===== src/rtl/sprite_ctrl_pkg.sv =====
// -----------------------------------------------------------------------------
// sprite_ctrl_pkg
// Shared definitions for the sprite motion controller:
//   - CPU field codes for wr_field
//   - update FSM state encoding
//   - default coordinate/velocity widths
//   - helpers deriving the home position and the travel limit of a sprite
// -----------------------------------------------------------------------------
package sprite_ctrl_pkg;

    localparam int CORDW_DEF = 16;
    localparam int VELW_DEF  = 8;

    localparam logic [1:0] FLD_X  = 2'd0;
    localparam logic [1:0] FLD_Y  = 2'd1;
    localparam logic [1:0] FLD_VX = 2'd2;
    localparam logic [1:0] FLD_VY = 2'd3;

    typedef enum logic [1:0] {
        ST_IDLE   = 2'd0,
        ST_UPD_X  = 2'd1,
        ST_UPD_Y  = 2'd2,
        ST_COMMIT = 2'd3
    } state_t;

    // Centred position: sprite drawn in the middle of the active area.
    function automatic int spr_home(input int res, input int draw);
        return res / 2 - draw / 2;
    endfunction

    // Largest top-left coordinate that keeps the whole sprite on screen.
    function automatic int spr_limit(input int res, input int draw);
        return res - draw;
    endfunction

endpackage


===== src/rtl/sprite_axis_step.sv =====
// -----------------------------------------------------------------------------
// sprite_axis_step
// Combinational step for one axis of one sprite: advance pos by vel and, when
// the result leaves [0, pos_max], clamp to the edge and reflect the velocity.
// Ports:
//   pos      in  CORDW  current position (signed)
//   vel      in  VELW   current velocity (signed, pixels/frame)
//   pos_max  in  CORDW  upper bound for this axis (non-negative)
//   nxt_pos  out CORDW  stepped position
//   nxt_vel  out VELW   stepped velocity
// -----------------------------------------------------------------------------
module sprite_axis_step
    import sprite_ctrl_pkg::*;
#(
    parameter int CORDW = CORDW_DEF,
    parameter int VELW  = VELW_DEF
) (
    input  logic [CORDW-1:0] pos,
    input  logic [VELW-1:0]  vel,
    input  logic [CORDW-1:0] pos_max,
    output logic [CORDW-1:0] nxt_pos,
    output logic [VELW-1:0]  nxt_vel
);

    // One extra bit so that pos+vel cannot wrap before the bound checks.
    logic signed [CORDW:0] sum;
    logic signed [CORDW:0] lim;
    logic [VELW-1:0]       vel_neg;

    assign sum = $signed({pos[CORDW-1], pos})
               + $signed({{(CORDW+1-VELW){vel[VELW-1]}}, vel});
    assign lim = $signed({1'b0, pos_max});

    // Negating the most negative velocity would overflow; saturate instead.
    assign vel_neg = (vel == {1'b1, {(VELW-1){1'b0}}}) ? {1'b0, {(VELW-1){1'b1}}}
                                                       : (~vel + 1'b1);

    always_comb begin
        nxt_pos = sum[CORDW-1:0];
        nxt_vel = vel;
        if (sum < 0) begin
            nxt_pos = '0;
            nxt_vel = vel_neg;
        end else if (sum > lim) begin
            nxt_pos = pos_max;
            nxt_vel = vel_neg;
        end
    end

endmodule


===== src/rtl/sprite_motion_ctrl.sv =====
// -----------------------------------------------------------------------------
// sprite_motion_ctrl
// Per-frame motion scheduler for NUM_SPR sprites. Each frame pulse starts a
// fixed-length pass that steps every sprite (X then Y) through one shared
// sprite_axis_step unit, then copies all working positions to the output
// shadow registers in a single cycle so renderers never see a partial update.
// Ports:
//   clk_25MHz  in   pixel clock
//   btn_rst_n  in   synchronous active-low reset
//   frame      in   start-of-frame pulse
//   spr_en     in   per-sprite motion enable
//   wr_en      in   CPU field write strobe
//   wr_idx     in   target sprite (indices >= NUM_SPR ignored)
//   wr_field   in   0=x 1=y 2=vx 3=vy
//   wr_data    in   write data (velocities use the low VELW bits)
//   spr_x/y    out  committed positions, sprite i at [i*CORDW +: CORDW]
//   busy       out  pass in progress
//   done       out  one-cycle pulse, first cycle new positions are visible
//   overrun    out  one-cycle pulse, frame arrived while busy (ignored)
// -----------------------------------------------------------------------------
module sprite_motion_ctrl
    import sprite_ctrl_pkg::*;
#(
    parameter  int NUM_SPR   = 4,
    parameter  int CORDW     = CORDW_DEF,
    parameter  int VELW      = VELW_DEF,
    parameter  int H_RES     = 640,
    parameter  int V_RES     = 480,
    parameter  int SPR_DRAWW = 64,
    parameter  int SPR_DRAWH = 64,
    localparam int IDXW      = (NUM_SPR > 1) ? $clog2(NUM_SPR) : 1
) (
    input  logic                     clk_25MHz,
    input  logic                     btn_rst_n,
    input  logic                     frame,
    input  logic [NUM_SPR-1:0]       spr_en,
    input  logic                     wr_en,
    input  logic [IDXW-1:0]          wr_idx,
    input  logic [1:0]               wr_field,
    input  logic [CORDW-1:0]         wr_data,
    output logic [NUM_SPR*CORDW-1:0] spr_x,
    output logic [NUM_SPR*CORDW-1:0] spr_y,
    output logic                     busy,
    output logic                     done,
    output logic                     overrun
);

    localparam logic [CORDW-1:0] X_HOME   = CORDW'(spr_home(H_RES, SPR_DRAWW));
    localparam logic [CORDW-1:0] Y_HOME   = CORDW'(spr_home(V_RES, SPR_DRAWH));
    localparam logic [CORDW-1:0] X_MAX    = CORDW'(spr_limit(H_RES, SPR_DRAWW));
    localparam logic [CORDW-1:0] Y_MAX    = CORDW'(spr_limit(V_RES, SPR_DRAWH));
    localparam logic [IDXW-1:0]  LAST_IDX = IDXW'(NUM_SPR - 1);

    state_t          state_reg, state_next;
    logic [IDXW-1:0] idx_reg, idx_next;
    logic            done_reg, done_next;
    logic            overrun_reg, overrun_next;

    // Working registers flattened so the shared unit can select by idx.
    logic [NUM_SPR*CORDW-1:0] x_cur, y_cur;
    logic [NUM_SPR*VELW-1:0]  vx_cur, vy_cur;

    logic [CORDW-1:0] step_pos, step_max, step_nxt_pos;
    logic [VELW-1:0]  step_vel, step_nxt_vel;

    // ---------------- FSM ----------------
    always_ff @(posedge clk_25MHz) begin
        if (!btn_rst_n) begin
            state_reg   <= ST_IDLE;
            idx_reg     <= '0;
            done_reg    <= 1'b0;
            overrun_reg <= 1'b0;
        end else begin
            state_reg   <= state_next;
            idx_reg     <= idx_next;
            done_reg    <= done_next;
            overrun_reg <= overrun_next;
        end
    end

    always_comb begin
        state_next   = state_reg;
        idx_next     = idx_reg;
        done_next    = 1'b0;
        overrun_next = 1'b0;
        case (state_reg)
            ST_IDLE: begin
                if (frame) begin
                    state_next = ST_UPD_X;
                    idx_next   = '0;
                end
            end
            ST_UPD_X: state_next = ST_UPD_Y;
            ST_UPD_Y: begin
                if (idx_reg == LAST_IDX) begin
                    state_next = ST_COMMIT;
                end else begin
                    idx_next   = idx_reg + 1'b1;
                    state_next = ST_UPD_X;
                end
            end
            ST_COMMIT: begin
                state_next = ST_IDLE;
                done_next  = 1'b1;
            end
            default: state_next = ST_IDLE;
        endcase
        // A frame during any non-idle cycle is dropped, only flagged.
        if (frame && state_reg != ST_IDLE) begin
            overrun_next = 1'b1;
        end
    end

    assign busy    = (state_reg != ST_IDLE);
    assign done    = done_reg;
    assign overrun = overrun_reg;

    // ---------------- shared step unit ----------------
    always_comb begin
        step_pos = x_cur[idx_reg*CORDW +: CORDW];
        step_vel = vx_cur[idx_reg*VELW +: VELW];
        step_max = X_MAX;
        if (state_reg == ST_UPD_Y) begin
            step_pos = y_cur[idx_reg*CORDW +: CORDW];
            step_vel = vy_cur[idx_reg*VELW +: VELW];
            step_max = Y_MAX;
        end
    end

    sprite_axis_step #(
        .CORDW (CORDW),
        .VELW  (VELW)
    ) u_step (
        .pos     (step_pos),
        .vel     (step_vel),
        .pos_max (step_max),
        .nxt_pos (step_nxt_pos),
        .nxt_vel (step_nxt_vel)
    );

    // ---------------- per-sprite registers ----------------
    for (genvar gi = 0; gi < NUM_SPR; gi++) begin : gen_spr
        logic [CORDW-1:0] x_reg, x_next, y_reg, y_next;
        logic [VELW-1:0]  vx_reg, vx_next, vy_reg, vy_next;
        logic [CORDW-1:0] out_x_reg, out_y_reg;
        logic             step_x, step_y, wr_hit;

        assign step_x = (state_reg == ST_UPD_X) && (idx_reg == IDXW'(gi)) && spr_en[gi];
        assign step_y = (state_reg == ST_UPD_Y) && (idx_reg == IDXW'(gi)) && spr_en[gi];
        assign wr_hit = wr_en && (wr_idx == IDXW'(gi));

        always_comb begin
            x_next  = x_reg;
            y_next  = y_reg;
            vx_next = vx_reg;
            vy_next = vy_reg;
            if (step_x) begin
                x_next  = step_nxt_pos;
                vx_next = step_nxt_vel;
            end
            if (step_y) begin
                y_next  = step_nxt_pos;
                vy_next = step_nxt_vel;
            end
            // CPU write overrides only the field it targets; the step result
            // for the sibling field of the same axis still lands.
            if (wr_hit) begin
                case (wr_field)
                    FLD_X:   x_next  = wr_data;
                    FLD_Y:   y_next  = wr_data;
                    FLD_VX:  vx_next = wr_data[VELW-1:0];
                    default: vy_next = wr_data[VELW-1:0];
                endcase
            end
        end

        always_ff @(posedge clk_25MHz) begin
            if (!btn_rst_n) begin
                x_reg     <= X_HOME;
                y_reg     <= Y_HOME;
                vx_reg    <= '0;
                vy_reg    <= '0;
                out_x_reg <= X_HOME;
                out_y_reg <= Y_HOME;
            end else begin
                x_reg  <= x_next;
                y_reg  <= y_next;
                vx_reg <= vx_next;
                vy_reg <= vy_next;
                if (state_reg == ST_COMMIT) begin
                    out_x_reg <= x_reg;
                    out_y_reg <= y_reg;
                end
            end
        end

        assign x_cur[gi*CORDW +: CORDW] = x_reg;
        assign y_cur[gi*CORDW +: CORDW] = y_reg;
        assign vx_cur[gi*VELW +: VELW]  = vx_reg;
        assign vy_cur[gi*VELW +: VELW]  = vy_reg;
        assign spr_x[gi*CORDW +: CORDW] = out_x_reg;
        assign spr_y[gi*CORDW +: CORDW] = out_y_reg;
    end

endmodule


===== config.mk =====
export PLATFORM = sky130hd
export DESIGN_NAME = sprite_motion_ctrl
export DESIGN_NICKNAME = d
export VERILOG_FILES = /design/src/rtl/sprite_ctrl_pkg.sv /design/src/rtl/sprite_axis_step.sv /design/src/rtl/sprite_motion_ctrl.sv
export SDC_FILE = /design/constraint.sdc
export NUM_CORES = 1
export LEC_CHECK = 0
export BUFFER_PORTS_ARGS = -buffer_cell sky130_fd_sc_hd__buf_2
export CORE_UTILIZATION = 40
export DETAILED_ROUTE_END_ITERATION = 10
export PLACE_DENSITY = 0.69
export SETUP_SLACK_MARGIN = 0.15
export SYNTH_ARGS = -nofsm -noshare
export SYNTH_HDL_FRONTEND = slang
export SYNTH_SLANG_ARGS = --single-unit

===== constraint.sdc =====
create_clock -name clk_25MHz -period 9.85 [get_ports clk_25MHz]
set_input_delay 0.4925 -clock clk_25MHz [delete_from_list [all_inputs] [get_ports clk_25MHz]]
set_output_delay 0.4925 -clock clk_25MHz [all_outputs]
set_load 0.01 [all_outputs]

[After elaboration in Yosys (flattened, before gate mapping)]
Index checks and enable logic that the tools add are counted.
Widths: inputs -> output; s select.
Cells by class
  add/sub/neg operators: 3
  $lt $le $gt $ge: 2
  equal/unequal tests: 14
  shift-type cells: 4
  muxes and demuxes: 64
  bitwise gates (word level): 1
  reductions and logical operators: 29
Operator list (count)
  $mux 16: 27
  $mux 8: 28
  $shiftx 64x7->16: 2
  $shiftx 32x6->8: 2
  $logic_and 1x1->1: 21
  $add 16x8->17: 1
  $gt 17x11->1: 1
  $lt 17x1->1 const B: 1
  $eq 2x2->1 const B: 7
  $mux 10: 1
  $add 8x1->8 const B: 1
  $eq 2x1->1 const B: 4
  $eq 8x8->1 const B: 1
  $logic_not 2->1: 4
  $mux 2: 4
  $not 8->8: 1
  $pmux 2 s4: 1
  $ne 2x2->1 const B: 2
  $pmux 2 s2: 1
  $reduce_bool 2->1: 2
  $reduce_and 3->1: 1
  $reduce_or 3->1: 1
  $add 2x1->2 const B: 1
  $mux 1: 2
Storage, ports and cells
  register bits after elaboration: 326
  bits of input ports: 28
  output and inout bits: 131
  word-level logic and storage cells: 145

[Longest topological paths before layout]
  word-level depth: 10
  gate-level depth with buffers: 29
  depth with buffers taken out: 23

[Modules after synthesis]
Synthesis repeated with hierarchy kept, for this count alone.
Unflattened totals
  cell total of the unflattened synthesis: 1775
  area, all modules: 16180.5 sq um
By module, submodules not included
  sprite_motion_ctrl: times used 1, cells an instance 1496, area an instance 14311.2 sq um, seq. area each 6526.3 sq um
  sprite_axis_step: times used 1, cells an instance 279, area an instance 1869.3 sq um, seq. area each 0.0 sq um

[Least setup slack after synthesis]
No wires, ideal clock.
  kind: flip-flop to flip-flop
  start: reg state_reg[0]
  end: reg gen_spr[3].vx_reg[5]
  setup time: 149 ps
  arrival: 6376 ps
  slack: 3325 ps
  stages on the path, launching flop included: 26
  clock period less this slack: 6525 ps
  cells stage by stage: dfxtp_1 and2b_1 buf_4 inv_2 buf_6 buf_1 buf_1 mux4_2 nand2_1 nand2_1 ha_1 a21o_1 a221oi_1 o21bai_1 xnor2_1 inv_1 ha_1 nand2_1 and4bb_1 nand4_1 o32a_1 or4_1 buf_2 o32a_1 o22ai_1 o221ai_1
On the way
  longest elaborated chain between the ends: 10
  elaborated cells between the ends (all ways): 19
RTL lines
  start: declaration: line sprite_motion_ctrl.sv:54  | state_t state_reg, state_next;
  start signal: assignment: line sprite_motion_ctrl.sv:74  | state_reg <= state_next;
  branches (longest 7 deep; another with $add 16x8->17)
  $mux 8 (*): line sprite_motion_ctrl.sv:157  | if (step_x) begin
  $mux 8: line sprite_motion_ctrl.sv:168  | case (wr_field)
  $mux 8 (*): line sprite_motion_ctrl.sv:167  | if (wr_hit) begin
  end signal: assignment: line sprite_motion_ctrl.sv:188  | vx_reg <= vx_next;
  end: declaration: line sprite_motion_ctrl.sv:144  | logic [VELW-1:0] vx_reg, vx_next, vy_reg, vy_next;
Mark *: on every way between the ends.
A chain may end at the register's enable or synchronous reset.

[Final worst setup path]
  start: reg state_reg[1]
  end: reg gen_spr[3].vy_reg[3]
On the way
  longest elaborated chain between the ends: 10
  elaborated cells between the ends (all ways): 18
RTL lines
  $eq 2x2->1 (*): line sprite_motion_ctrl.sv:123, sprite_motion_ctrl.sv:149
  branches (longest 6 deep; another with $add 16x8->17)
  $mux 8 (*): line sprite_motion_ctrl.sv:161  | if (step_y) begin
  $mux 8: line sprite_motion_ctrl.sv:168
  $mux 8 (*): line sprite_motion_ctrl.sv:167
  end signal: assignment: line sprite_motion_ctrl.sv:189  | vy_reg <= vy_next;
  end: declaration: line sprite_motion_ctrl.sv:144
Marks and branches as above.

==> impl_metrics.env <==
export IMPL_status="finished, final reports clean"
export IMPL_worstSetupEndpoint="gen_spr[3].vy_reg[3]"
export IMPL_fin_cells=2591
export IMPL_startpoint_type="register"
export IMPL_diodes=0
export IMPL_ys_top_cells_by_count="nand2_1, dfxtp_1, a21oi_1"
export IMPL_place_congestion=0.989
export IMPL_synth_most_common_cell="nand2_1"
export IMPL_skew_ns=0.0326
export IMPL_dp_cells=2526
export IMPL_yosysUniqueCellTypes=81
export IMPL_max_stage_delay_ns=0.94
export IMPL_path_cells="and2b_1 -> inv_2 -> buf_4 -> mux4_2 -> mux2i_1 -> inv_1 -> ha_1 -> a21o_1 -> a221oi_1 -> o21bai_1 -> xnor2_1 -> inv_1 -> ha_1 -> nand2_1 -> and4bb_1 -> nand4_1 -> o32a_1 -> or4_1 -> o311ai_1 -> o211ai_1 -> a21oi_1"
export IMPL_register_area_um2=6530
export IMPL_hold_start="frame"
export IMPL_ys_seq_elements=326
export IMPL_synth_seq_area_share_pct=41.1
export IMPL_rsz0062_at_grt="false"
export IMPL_htree_num_levels=2
export IMPL_relSlewSlack_pct=18.1
export IMPL_cts_root_buf="clkbuf_16"
export IMPL_synth_top_area_cell="dfxtp_1"
export IMPL_insertion_delay_ns=0.54
export IMPL_die_w_um=201
export IMPL_vias=16100
export IMPL_syn_nets=2033
export IMPL_cp_depth=21
export IMPL_rows=72
export IMPL_drt_iter0_markers=2082
export IMPL_crit_type="register to register"
export IMPL_synth_edf_count=0
export IMPL_first_global_vias=15100
export IMPL_r2r_end="gen_spr[3].vy_reg[3]"
export IMPL_p_leak_nw=6.86
export IMPL_synth_area_um2=15900
export IMPL_wirelength_mm=60.0
export IMPL_cp_arrival_ns=8.34
export IMPL_io_buffers=158
export IMPL_initial_utilization_pct=40.8
export IMPL_setup_viol=0
export IMPL_reg2reg_from="state_reg[1]"
export IMPL_worst_slew_pin_transition_ns=1.22
export IMPL_grt_overflow_total=0
export IMPL_die_y_um=201
export IMPL_worstPathRequired_ns=10.31
export IMPL_slowest_stage="o311ai_1"
export IMPL_r2r_slack_ns=1.96
export IMPL_final_setup_tns_ns=0
export IMPL_final_min_clock_period_ns=7.89
export IMPL_slew_viol_final=0
export IMPL_dr_pass1_iters=6
export IMPL_pin_count=159
export IMPL_die_area_um2=40500
export IMPL_crit_family="compound AO/OA/AOI/OAI gates"
export IMPL_synthFlopType="dfxtp_1"
export IMPL_cts_sinks=326
export IMPL_hold_violations=0
export IMPL_cts_resized_gates=0
export IMPL_cts_setup_buffers=0
export IMPL_ys_warn_count=0
export IMPL_gr_usage_all_layers_pct=28.9
export IMPL_p_per_area_nw_per_um2=173
export IMPL_async_flop_share_pct=0
export IMPL_hpwl_mm=40.7
export IMPL_avgSynthCellArea_um2=8.02
export IMPL_coreArea_um2=38900
export IMPL_antenna_found_initial=1
export IMPL_syn_to_final_growth_pct=14.4
export IMPL_holdPathStages=2
export IMPL_grt_max_degree=101
export IMPL_multi_input_area_um2=8670
export IMPL_cts_made_buffers=36
export IMPL_nets=2101
export IMPL_drv_cap=0
export IMPL_clockBufferDepth=3
export IMPL_synthTopCellsByArea="dfxtp_1, nand2_1, a21oi_1"
export IMPL_synth_top_area_share_pct=41.1
export IMPL_irDropWorstVdd_mv=0.140
export IMPL_r2r_cells=21
export IMPL_grt_pass1_wl_mm=91.0
export IMPL_fmax_ghz=0.127
export IMPL_fillers=3854
export IMPL_viasPerCell=6.22
export IMPL_critPathMaxFanout=18
export IMPL_clkTransAtPathRegs_ns=0.06
export IMPL_timing_hold_ws_ns=0.233
export IMPL_ant_nets=0
export IMPL_route_detailed_drc=0
export IMPL_startpoint="state_reg[1]"
export IMPL_cp_end_kind="register"
export IMPL_hold_buffers=0
export IMPL_post_route_period_util_pct=80.1
export IMPL_drive_gt1_share_pct=16.3
export IMPL_hold_path_class="input port to register"
export IMPL_syn_instance_count=1978
export IMPL_cts_tree="yes"
export IMPL_avgRoutedWirePerCell_um=23.2
export IMPL_cp_num_buf_inv=4
==> cells in the final DEF (no fill, tap or decap), types with 13 or more instances in the layout <==
| cell | n |
|---|---|
| ha_1 | 26 |
| inv_1 | 15 |
| nor3_1 | 14 |
| nor2_1 | 84 |
| nand3_1 | 131 |
| clkbuf_16 | 37 |
| buf_4 | 33 |
| o211ai_1 | 41 |
| dfxtp_1 | 326 |
| o21ai_1 | 18 |
| o221ai_1 | 22 |
| or3_1 | 18 |
| buf_2 | 157 |
| mux4_2 | 48 |
| nand2_1 | 480 |
| o21ai_0 | 74 |
| a21oi_1 | 321 |
| and3_1 | 13 |
==> how the worst min path moves through the flow <==
stage | to
global placement | gen_spr[0].out_y_reg[2]
CTS | overrun
global route | overrun
finish | overrun
floorplan | gen_spr[0].out_x_reg[7]
detailed placement | gen_spr[2].out_x_reg[15]
==> worst register-to-register path, delay by kind of cell (launching register included) <==
family                     cells  cell delay, ns
muxes                          2            0.88
adders and majority gates      2            0.62
and+or+nand+nor                5            1.99
xor gates and xnor gates       1            0.15
AOI/OAI and AO/OA              7            2.51
buffers and inverters          4            1.13
DFF                            1            0.52
==> stage by stage <==
| step | setup WS [ns] | power (mW) | utilization [%] | area [µm²] |
|---|---|---|---|---|
| 2_1_floorplan | 3.32 | 1.65 | - | 15900 |
| 3_5_place_dp | 2.09 | 1.77 | 43.6 | 17000 |
| 5_1_grt | 1.52 | 3.22 | 46.6 | 18100 |
| 3_3_place_gp | 2.29 | 1.77 | 43.6 | 17000 |
| 6_report | 1.96 | 3.13 | 46.6 | 18100 |
| 4_1_cts | 2.05 | 3.13 | 46.6 | 18100 |
==> layer usage <==
layer / GRT usage (%) / vias up / routed length [µm]
met3: 7.76 / 211 / 7510
met4: 11.0 / 2 / 2120
met2: 43.2 / 1074 / 25900
met5: 0 / - / 8
li1: - / 7201 / -
met1: 39.7 / 7636 / 24500
==> power breakdown <==
group / total (mW) / internal [mW] / switching, mW
clock network: 1.37 / 0.810 / 0.564
registers: 1.36 / 1.34 / 0.0188
logic: 0.402 / 0.109 / 0.293
total: 3.13 / 2.26 / 0.876
==> layout make-up <==
cell class / count / share of cell area [%]
clock inverter: 16 / 0.958
tap: 518 / 3.57
clock buffer: 49 / 5.63
sequential: 326 / 36.0
inverter: 20 / 0.441
multi-input combinational: 1472 / 47.8
timing repair buffer: 190 / 5.69
==> kinds of logic (layout without fill, tap and decap cells) <==
family          count (synthesis)  in the layout  share of synthesized area (%)
flops                         326            326                           41.1
mux                            58             58                           7.51
xor+xnor                        8              8                          0.441
buf+inv                       180            275                           4.42
simple gates                  788            788                           21.3
fa+ha+maj                      27             27                           2.18
compound gates                591            591                           23.1
Note: power is estimated with default switching activity, not from simulation.
